`src/rtl/ibex_branch_resolve.sv`:
```
// ibex_branch_resolve: one-entry branch resolution stage with mispredict flush and saturating event counters
module ibex_branch_resolve (
  input  logic        clock,
  input  logic        reset_n,
  input  logic        io_valid_i,
  input  logic [6:0]  io_operator_i,
  input  logic        io_comparison_result_i,
  input  logic        io_is_equal_result_i,
  input  logic [31:0] io_pc_i,
  input  logic [31:0] io_imm_i,
  input  logic        io_pred_taken_i,
  input  logic        io_ready_i,
  output logic        io_ready_o,
  output logic        io_valid_o,
  output logic        io_taken_o,
  output logic [31:0] io_target_o,
  output logic [31:0] io_cmp_result_o,
  output logic        io_flush_o,
  output logic [15:0] io_taken_cnt_o,
  output logic [15:0] io_mispred_cnt_o
);
  typedef enum logic [1:0] {IDLE, VALID, FLUSH} state_t;
  state_t state;
  logic mispred_q, flush_cnt, is_br, is_set, taken, in_hs, out_hs, unused_eq;
  assign unused_eq  = io_is_equal_result_i;
  assign is_br      = io_operator_i >= 7'h19 && io_operator_i <= 7'h1E;
  assign is_set     = io_operator_i == 7'h1F || io_operator_i == 7'h20;
  assign taken      = is_br & io_comparison_result_i;
  assign io_valid_o = state == VALID;
  assign out_hs     = io_valid_o & io_ready_i;
  assign io_flush_o = out_hs & mispred_q;
  // a mispredicted entry blocks the pass-through so nothing enters alongside the flush
  assign io_ready_o = state == IDLE || (out_hs && !mispred_q);
  assign in_hs      = io_valid_i & io_ready_o;
  always_ff @(posedge clock or negedge reset_n)
    if (!reset_n) begin
      state            <= IDLE;
      flush_cnt        <= 1'b0;
      mispred_q        <= 1'b0;
      io_taken_o       <= 1'b0;
      io_target_o      <= 32'h0;
      io_cmp_result_o  <= 32'h0;
      io_taken_cnt_o   <= 16'h0;
      io_mispred_cnt_o <= 16'h0;
    end else begin
      if (in_hs) begin
        io_taken_o      <= taken;
        io_target_o     <= io_pc_i + (taken ? io_imm_i : 32'h4);
        io_cmp_result_o <= is_set ? {31'b0, io_comparison_result_i} : 32'h0;
        mispred_q       <= is_br && taken != io_pred_taken_i;
      end
      if (out_hs && io_taken_o && io_taken_cnt_o != 16'hFFFF)
        io_taken_cnt_o <= io_taken_cnt_o + 16'd1;
      if (io_flush_o && io_mispred_cnt_o != 16'hFFFF)
        io_mispred_cnt_o <= io_mispred_cnt_o + 16'd1;
      flush_cnt <= state == FLUSH && !flush_cnt;
      state <= state == IDLE  ? (in_hs ? VALID : IDLE) :
               state == VALID ? (io_flush_o ? FLUSH : (out_hs && !in_hs) ? IDLE : VALID) :
               (flush_cnt ? IDLE : FLUSH);
    end
endmodule

```
`config.mk`:
```
export PLATFORM = sky130hd
export DESIGN_NAME = ibex_branch_resolve
export DESIGN_NICKNAME = d
export VERILOG_FILES = /design/src/rtl/ibex_branch_resolve.sv
export SDC_FILE = /design/constraint.sdc
export NUM_CORES = 1
export LEC_CHECK = 0
export ABC_AREA = 1
export BUFFER_PORTS_ARGS = -buffer_cell sky130_fd_sc_hd__buf_2
export CAP_MARGIN = 20
export CORE_ASPECT_RATIO = 1.75
export CORE_UTILIZATION = 40
export CTS_CLUSTER_SIZE = 24
export DETAILED_ROUTE_END_ITERATION = 10
export GPL_TIMING_DRIVEN = 0
export PLACE_DENSITY = 0.79
export SETUP_SLACK_MARGIN = 0.02
export SLEW_MARGIN = 30
export SYNTH_ARGS = -nofsm -noshare
export SYNTH_HDL_FRONTEND = slang
export SYNTH_SLANG_ARGS = --single-unit
```
`constraint.sdc`:
```
create_clock -name clock -period 1.4 [get_ports clock]
set_input_delay 0.21 -clock clock [delete_from_list [all_inputs] [get_ports clock]]
set_output_delay 0.21 -clock clock [all_outputs]
set_load 0.03 [all_outputs]
```
=== Word-level counts from Yosys, hierarchy flattened ===
Index checks and enable logic that the tools add are counted.

* Bits in writable memories: 0
* Logic and storage cells: 46
* Latch bits: 0
* Memories: 0
* Memory bits (read-only): 0
* Register bits after elaboration: 101
* Input port bits: 78

* $add $sub $neg: 3
* Muxes and demuxes: 8
* Bitwise gates (word level): 4
* Reductions and logical operators: 14
* Divide/modulo/power cells: 0
* Equal/unequal tests: 7
* Multiply operators: 0
* $lt $le $gt $ge: 2
* Shifts and indexed selects: 0

{| class="wikitable"
|+ Operator list
! operator !! count
|-
| adder 16 x 1 -> 16 bit (second input constant) || 2
|-
| adder 32 bit || 1
|-
| two-way mux 32 bit || 1
|-
| inequality test 16 bit (second input constant) || 2
|-
| logical AND 1 bit || 8
|-
| two-way mux 2 bit || 4
|-
| equality test 7 x 5 -> 1 bit (second input constant) || 1
|-
| equality test 7 x 6 -> 1 bit (second input constant) || 1
|-
| >= comparator 7 x 5 -> 1 bit (second input constant) || 1
|-
| <= comparator 7 x 5 -> 1 bit (second input constant) || 1
|-
| AND 1 bit || 4
|-
| zero test 1 bit || 3
|-
| two-way mux 1 bit || 3
|-
| equality test 2 x 1 -> 1 bit (second input constant) || 1
|-
| equality test 2 bit (second input constant) || 1
|-
| zero test 2 bit || 1
|-
| logical OR 1 bit || 2
|-
| inequality test 1 bit || 1
|}

=== Longest topological paths before layout ===
Gate-level depths: netlist of run 1.

* Depth in word-level cells: 11
* Depth in mapped cells: 21
* Depth with buffers taken out: 20

=== Worst setup path after synthesis of run 1 ===
OpenSTA, ideal clock, no wires.

* Path kind: input -> register
* Start point: input io_operator_i[1]
* End point: register io_target_o[30]
* Setup time: 0.117 ns
* Arrival: 2.395 ns
* Required time: 1.283 ns
* Path slack: -1.113 ns
* Stages: 19
* Path buffers: 1
* Cells stage by stage: nor2_1 nand2_1 nand3_1 nor2_1 inv_1 clkbuf_1 nor2_1 ha_1 fa_1 nand3_1 nand3_1 nand2_1 nand2_1 nand2_1 nand2_1 nand2_1 nand3_1 nand3_1 nand2_1

* Word-level cells in the longest chain between the ends: 5
* Elaborated cells on any way between the ends: 6

{| class="wikitable"
|+ Ends and longest elaborated chain
! item !! line !! RTL
|-
| from (decl) || 6 || <nowiki>input logic [6:0] io_operator_i,</nowiki>
|-
| >= comparator 7 x 5 -> 1 bit / <= comparator 7 x 5 -> 1 bit (equally long branches) || 26 || <nowiki>assign is_br = io_operator_i >= 7'h19 && io_operator_i <= 7'h1E;</nowiki>
|-
| logical AND 1 bit * || 26 ||
|-
| AND 1 bit * || 28 || <nowiki>assign taken = is_br & io_comparison_result_i;</nowiki>
|-
| two-way mux 32 bit * || 48 || <nowiki>io_target_o <= io_pc_i + (taken ? io_imm_i : 32'h4);</nowiki>
|-
| adder 32 bit * || 48 ||
|-
| to (signal assigned) || 48 ||
|-
| to (decl) || 16 || <nowiki>output logic [31:0] io_target_o,</nowiki>
|}

Mark *: on every way between the ends. The rest lies on a longest branch, timed or not.
A chain may end at the register's enable or synchronous reset.

=== Final worst setup path of run 1 ===
* Start point: input io_operator_i[5]
* End point: register io_target_o[29]

The elaborated chain is that of the path after synthesis.

==> reports/metrics.cfg, run 1 <==
[drt]
post-route-drc-count=0
ant_nets=0
vias_per_cell=5.12
wire_per_inst_um=16.2
vias=7245
firstDrtPassIters=7
routed_wl_um=23000
first_iter_violations=354

[layout]
multi_input_area_um2=4970
nets=1341
seqCellArea_um2=1770
drive_above_1_share=0.470
n_antenna_cell=0
fillCellCount=1125
final_cells=1416
final_common_cell=nand2_1
areaGrowthSynthToFinish_pct=64.9
finalCoreUtilization=0.673
layout_common_cells=nand2_1, inv_1, buf_2

[clock_network]
cts-htree-levels=3
cts_tree=built
clk_path_buf_depth=2
path_clk_slew_ns=0.06
cts-root-buf=clkbuf_16
numCtsBuffers=9
clock_sinks=70
clkLatencyLatePin_ns=0.34

[synthesis]
yosysSeqAreaShare=0.289
synth_cells=960
ys_async_sr_fraction=1.00
synth_cell_types=36
yosysWarnings=0
synth.avg_cell_area_um2=6.31
netlist_area_um2=6060
ys.flop_type=dfrtp_1
synth-seq-cells=70
synth_edf_count=0

[flow_run]
cap_violations=0

[global_route]
grt_pass1_vias=7138
overflow=0
antenna_found_initial=0
grt_max_degree=44
grt_pass1_wl_um=32900
track_usage=0.275

[timing]
fin_skew_ns=0.00803
finalSetupViolCount=64
layout_setup_ws_ns=-0.761
whs_ns=0.169
fmax_ghz=0.463
fin_crit_sh=1.54
final_hold_viol_count=0
min_period_ns=2.16
drv_slew=0
rsz0062_at_grt=yes

[die]
coreArea_um2=14800
row_count=59
die_y_um=165
io_pins=178
dieArea_um2=15700
fp.dieW_um=95.0
initial_core_util=0.408

[status]
violations=negative setup slack
outcome=complete, but fails checks

[pwr]
power_uw=10800
power.leakage_uw=0.00525
p_per_area_nw_per_um2=1080
ir_drop_v=0.000623

[setup_path]
endpoint_kind=register
startpoint_type=input port
path_buf_inv=5
worstPathArrival_ns=2.38
crit_type=input port to register
worstPathRequired_ns=1.62
path_max_fanout=7
critPathMaxStageDelay_ns=0.23
cp_cell_sequence=buf_8 -> inv_8 -> nand2_4 -> nor2_4 -> nand3_4 -> nor2_4 -> inv_6 -> clkbuf_16 -> nor2_4 -> ha_4 -> nand2_2 -> inv_1 -> nand2_1 -> nand2_2 -> a21oi_4 -> nand2_4 -> nand2_2 -> nand3_1 -> nand3_1 -> nand2_1
critPathSlowestCell=ha_4
cpLargestDelayFamily=simple AND/OR/NAND/NOR gates

[placement]
io_buffers=145
place.gp.congestion=0.919
placedCellCount=1319
dp_hpwl_um=14500

[worst_hold_path]
hold_class=input port to register

==> worst register-to-register path: stages (launching register included) <==
cell and delay (ns):
dfrtp_2 0.40, ha_4 0.16, nand3_4 0.10, nor2_4 0.14, nand3_2 0.09, nand2_4 0.16
buf_12 0.13, inv_8 0.05, nand2_4 0.06, xor2_2 0.23
==> where the power goes <==
part,internal (µW),switching (µW)
sequential,2640,439
combinational,1960,3400
clock,1390,939
total,5980,4780
==> state kept, by name, summed over array words and instances (netlist names) <==
| register | cells |
|---|---|
| io_target_o | 32 |
| io_mispred_cnt_o | 16 |
| io_taken_cnt_o | 16 |
| state | 2 |
| flush_cnt | 1 |
| io_cmp_result_o | 1 |
| io_taken_o | 1 |
| mispred_q | 1 |
==> layer usage <==
layer  track usage  share of wire
met1         0.254           0.33
met2         0.523           0.55
met3        0.0493          0.055
met4         0.198          0.057
met5             0              0
==> synth_stat cells, drive strengths merged (3+ instances only) <==
library cell,n,share of area
a21oi,18,0.015
and2,3,0.0031
buf,38,0.046
clkbuf,4,0.0025
dfrtp,70,0.29
ha,34,0.070
inv,183,0.11
nand2,326,0.20
nand3,61,0.051
nand3b,3,0.0037
nand4,16,0.017
nor2,100,0.066
nor3,21,0.021
o21ai,32,0.027
xnor2,21,0.030
xor2,18,0.026
==> layout make-up <==
cell class,count,share of cell area
Multi-Input combinational cell,695,0.498
Buffer,42,0.0431
Inverter,183,0.0720
Tap cell,183,0.0229
Clock buffer,11,0.0233
Timing Repair Buffer,227,0.157
Clock inverter,5,0.00589
Sequential cell,70,0.177
==> timing repair <==
item                       in CTS  in global routing
gates resized for setup       265                 92
setup endpoints to repair      67                 71
hold endpoints to repair       27                  0
gates cloned                    3                  1
pin swaps                     102                 39
hold buffers                    1                  0
setup buffers                  64                 16
==> worst paths after layout <==
path / from / end / slack, ns / cells after the start
worst min-delay path: io_pred_taken_i / mispred_q / 0.17 / 3
worst min register to register: flush_cnt / flush_cnt / 0.47 / 1
worst max register to register: io_mispred_cnt_o[1] / io_mispred_cnt_o[2] / -0.24 / 9
worst max-delay path: io_operator_i[5] / io_target_o[29] / -0.76 / 20
max in group asynchronous: reset_n / io_mispred_cnt_o[4] / 0.44 / 3
min in group asynchronous: reset_n / io_target_o[11] / 0.38 / 2
==> through the flow <==
| stage | cell area, µm² | setup WS (ns) | setup TNS (ns) |
|---|---|---|---|
| 2_1_floorplan | 6500 | -0.745 | -21.72 |
| 5_1_grt | 9990 | -0.938 | -27.57 |
| 3_5_place_dp | 7480 | -1.58 | -41.02 |
| 6_report | 9990 | -0.761 | -22.24 |
| 4_1_cts | 9490 | -0.643 | -17.33 |
| 3_3_place_gp | 7450 | -1.54 | -63.02 |
==> logic make-up after synthesis <==
group	synth area share
flops	0.289
other cells	0.000619
fa+ha+maj	0.0735
xor+xnor	0.0564
compound gates	0.0487
buf+inv	0.162
simple gates	0.370
Note: power is estimated with default switching activity, not from simulation.
==> run 2: changes to the inputs <==
ABC_AREA = default   (was 1)
CORE_MARGIN = 3   (was default)
CTS_CLUSTER_DIAMETER = 80   (was default)
PLACE_DENSITY = 0.81   (was 0.79)
==> reports/metrics.cfg, run 2 <==
[setup_path]
ff2ff_path_depth=9  ; unchanged
worstPathRequired_ns=1.66  ; +0.04 ns
cpLargestDelayFamily=simple AND/OR/NAND/NOR gates
critPathSlowestCell=or4_1
ff2ff_setup_slack_ns=-0.56  ; -0.32 ns
path_buf_inv=3  ; -2
startpoint_type=input port
critPathMaxStageDelay_ns=0.48  ; +0.25 ns
worstPathArrival_ns=3.37  ; +0.99 ns
crit_type=input port to register
reg2reg_to=io_mispred_cnt_o[4]
endpoint_kind=register
cp_cell_sequence=buf_8 -> and3_4 -> nor4_4 -> nor3b_4 -> buf_6 -> clkbuf_16 -> and2_4 -> ha_4 -> fa_2 -> a21o_1 -> a311o_1 -> nand4_1 -> a211oi_4 -> nor2_1 -> or4_1 -> nand3_1
timing.rr.start=io_mispred_cnt_o[8]
path_max_fanout=5  ; -2

[worst_hold_path]
hold_class=input port to register
min_from=io_operator_i[6]
whs_path_depth=2  ; -1
hold_end=io_cmp_result_o[0]

[timing]
fin_crit_sh=2.22  ; +0.673
layout_setup_ws_ns=-1.70  ; -0.943 ns
final_hold_viol_count=0  ; unchanged
finalSetupViolCount=68  ; +6.3%
fmax_ghz=0.322  ; -30%
rsz0062_at_grt=yes
maxSlewHeadroom=0.630
drv_slew=0  ; unchanged
fin_skew_ns=0.00608  ; -0.00195 ns
tightest_slew_ns=0.548
min_period_ns=3.10  ; +0.943 ns

[status]
violations=negative setup slack
outcome=complete, but fails checks

[synthesis]
synthMostInstantiatedCell=nand2_1
synth_edf_count=0  ; unchanged
synth_adder_area_share=0.0890  ; +0.0155
synthSimpleGateAreaFrac=0.215  ; -0.155
synthMuxAreaShare=0.00450  ; +0.00450
yosysSeqAreaShare=0.350  ; +0.0609
synth_cell_types=57  ; +58%
synth.largest_area_cell=dfrtp_1
synth_top_area_share=0.350  ; +0.0609
synth_xor_area_frac=0.0945  ; +0.0381
synthTopCellsByCount=nand2_1, dfrtp_1, and2_1, o21ai_0
synth.area.top_cells=dfrtp_1, ha_1, nand2_1, xnor2_1, buf_4
synth_cells=574  ; -40%
yosysWarnings=0  ; unchanged
synth_top_family_by_area=simple AND/OR/NAND/NOR gates
synth.avg_cell_area_um2=8.72  ; +38%
ys.flop_type=dfrtp_1
synth-seq-cells=70  ; unchanged
synth_compound_area_frac=0.180  ; +0.132
netlist_area_um2=5000  ; -17%
ys_async_sr_fraction=1.00  ; unchanged

[global_route]
overflow=0  ; unchanged
grt_pass1_wl_um=25600  ; -22%
grt_max_degree=37  ; -16%
grt_pass1_vias=5205  ; -27%
antenna_found_initial=0  ; unchanged
track_usage=0.227  ; -0.0483

[layout]
nets=954  ; -29%
postLayoutCellArea_um2=8150  ; -18%
areaGrowthSynthToFinish_pct=62.8
final_common_cell=buf_2
multi_input_area_um2=4000  ; -19%
n_antenna_cell=0  ; unchanged
fillCellCount=885  ; -21%
largest_register=io_target_o
largest_register_ffs=32  ; unchanged
seqCellArea_um2=1770  ; -0.35%
layout_common_cells=buf_2, buf_4, nand2_1
drive_above_1_share=0.518  ; +0.0473
finalCoreUtilization=0.671  ; -0.00194
top_regs=io_target_o x32, io_mispred_cnt_o x16, io_taken_cnt_o x16

[drt]
first_iter_violations=207  ; -42%
post-route-drc-count=0  ; unchanged
ant_nets=0  ; unchanged
vias_per_cell=5.24  ; +2.3%
routed_wl_um=17500  ; -24%
wire_per_inst_um=17.3  ; +6.7%
vias=5294  ; -27%
firstDrtPassIters=5  ; -2

[placement]
placed_area_um2=6440  ; -14%
place.gp.congestion=0.906  ; -1.4%
dp_hpwl_um=11400  ; -21%
io_buffers=145  ; unchanged

[clock_network]
clock_sinks=70  ; unchanged
numCtsBuffers=9  ; unchanged
clk_path_buf_depth=2  ; unchanged
cts-htree-levels=3  ; unchanged
path_clk_slew_ns=0.05  ; about the same
clkLatencyLatePin_ns=0.33  ; about the same
cts-root-buf=clkbuf_16
cts_tree=built

[flow_run]
cap_violations=0  ; unchanged

[die]
die_y_um=154  ; -6.6%
dieArea_um2=13900  ; -11%
fp.dieW_um=90.6  ; -4.7%
io_pins=178  ; unchanged
initial_core_util=0.412  ; +0.00403
row_count=53  ; -10%
coreArea_um2=12100  ; -18%

[pwr]
p_per_area_nw_per_um2=1070  ; -0.97%
power.leakage_uw=0.00405  ; -23%
ir_drop_v=0.000645  ; +3.6%

## run 2: cell count changes after synthesis, sizes merged, moves of 13 or more
cell   change
inv      -173
nor2      -76
and2      +34
nor3      -13
nand3     -46
nand2    -238
a21oi     +16
xnor2     +13
## run 2: routing by layer
layer	routed length (µm)	global-route usage	vias up
met5	0	0	-
met4	774	0.118	0
met3	1020	0.0318	48
met2	9750	0.439	216
met1	5950	0.230	2529
li1	-	-	2501
## run 2: cell families after synthesis
group | count (synthesis)
AOI/OAI and AO/OA | 138
xor gates and xnor gates | 54
adders and majority gates | 35
buffers and inverters | 56
DFF | 70
muxes | 2
other | 1
and+or+nand+nor | 218
## run 2: area by class of cell
class                      count  area share
multi-input combinational    478       0.491
sequential                    70       0.217
timing repair buffer         230       0.187
buffer                        42      0.0415
clock buffer                  12      0.0303
tap                          165      0.0253
inverter                      10     0.00461
clock inverter                 4     0.00276
## run 2: power breakdown
| part | switching, µW | internal, µW | total (µW) |
|---|---|---|---|
| combinational | 2430 | 1310 | 3740 |
| sequential | 331 | 2530 | 2860 |
| clock | 845 | 1240 | 2080 |
| total | 3610 | 5080 | 8690 |
## run 2: worst max path at each step
stage / from / endpoint / slack, ns / cells after the start
4_1_cts: io_operator_i[2] / io_target_o[24] / -1.77 / 16
3_3_place_gp: io_operator_i[2] / io_target_o[30] / -2.45 / 15
2_1_floorplan: io_operator_i[2] / io_target_o[30] / -1.60 / 14
5_1_grt: io_operator_i[2] / io_target_o[30] / -1.86 / 16
3_5_place_dp: io_operator_i[2] / io_target_o[30] / -2.46 / 15
6_report: io_operator_i[0] / io_target_o[24] / -1.70 / 16
## run 2: metrics by stage
| stage | worst slack [ns] | std cells | hold slack (ns) | power [µW] | TNS (ns) |
|---|---|---|---|---|---|
| 4_1_cts | -1.77 | 988 | 0.128 | 8460 | -52.33 |
| 5_1_grt | -1.86 | 1011 | 0.133 | 9080 | -59.44 |
| 6_report | -1.70 | 1011 | 0.140 | 8690 | -53.47 |
| 2_1_floorplan | -1.60 | 604 | -0.0856 | 5030 | -51.58 |
| 3_5_place_dp | -2.46 | 915 | 0.191 | 6140 | -77.24 |
| 3_3_place_gp | -2.45 | 914 | 0.453 | 6070 | -92.18 |
## run 2: worst reg2reg max path: stages, from the launching register on
cell	delay [ns]
dfrtp_2	0.40
and4_4	0.19
and3_4	0.18
and3_4	0.19
a41oi_4	0.20
buf_6	0.14
buf_6	0.08
buf_6	0.08
nand4_1	0.13
xnor2_1	0.25
## run 2: what timing repair did
| action | CTS | global route |
|---|---|---|
| setup buffers | 57 | 33 |
| endpoints found under the setup margin | 69 | 69 |
| pin swaps | 80 | 61 |
| gates resized for setup | 110 | 69 |
| gates cloned | 1 | 0 |
| hold endpoints to repair | 34 | 0 |
| hold buffers | 1 | 0 |
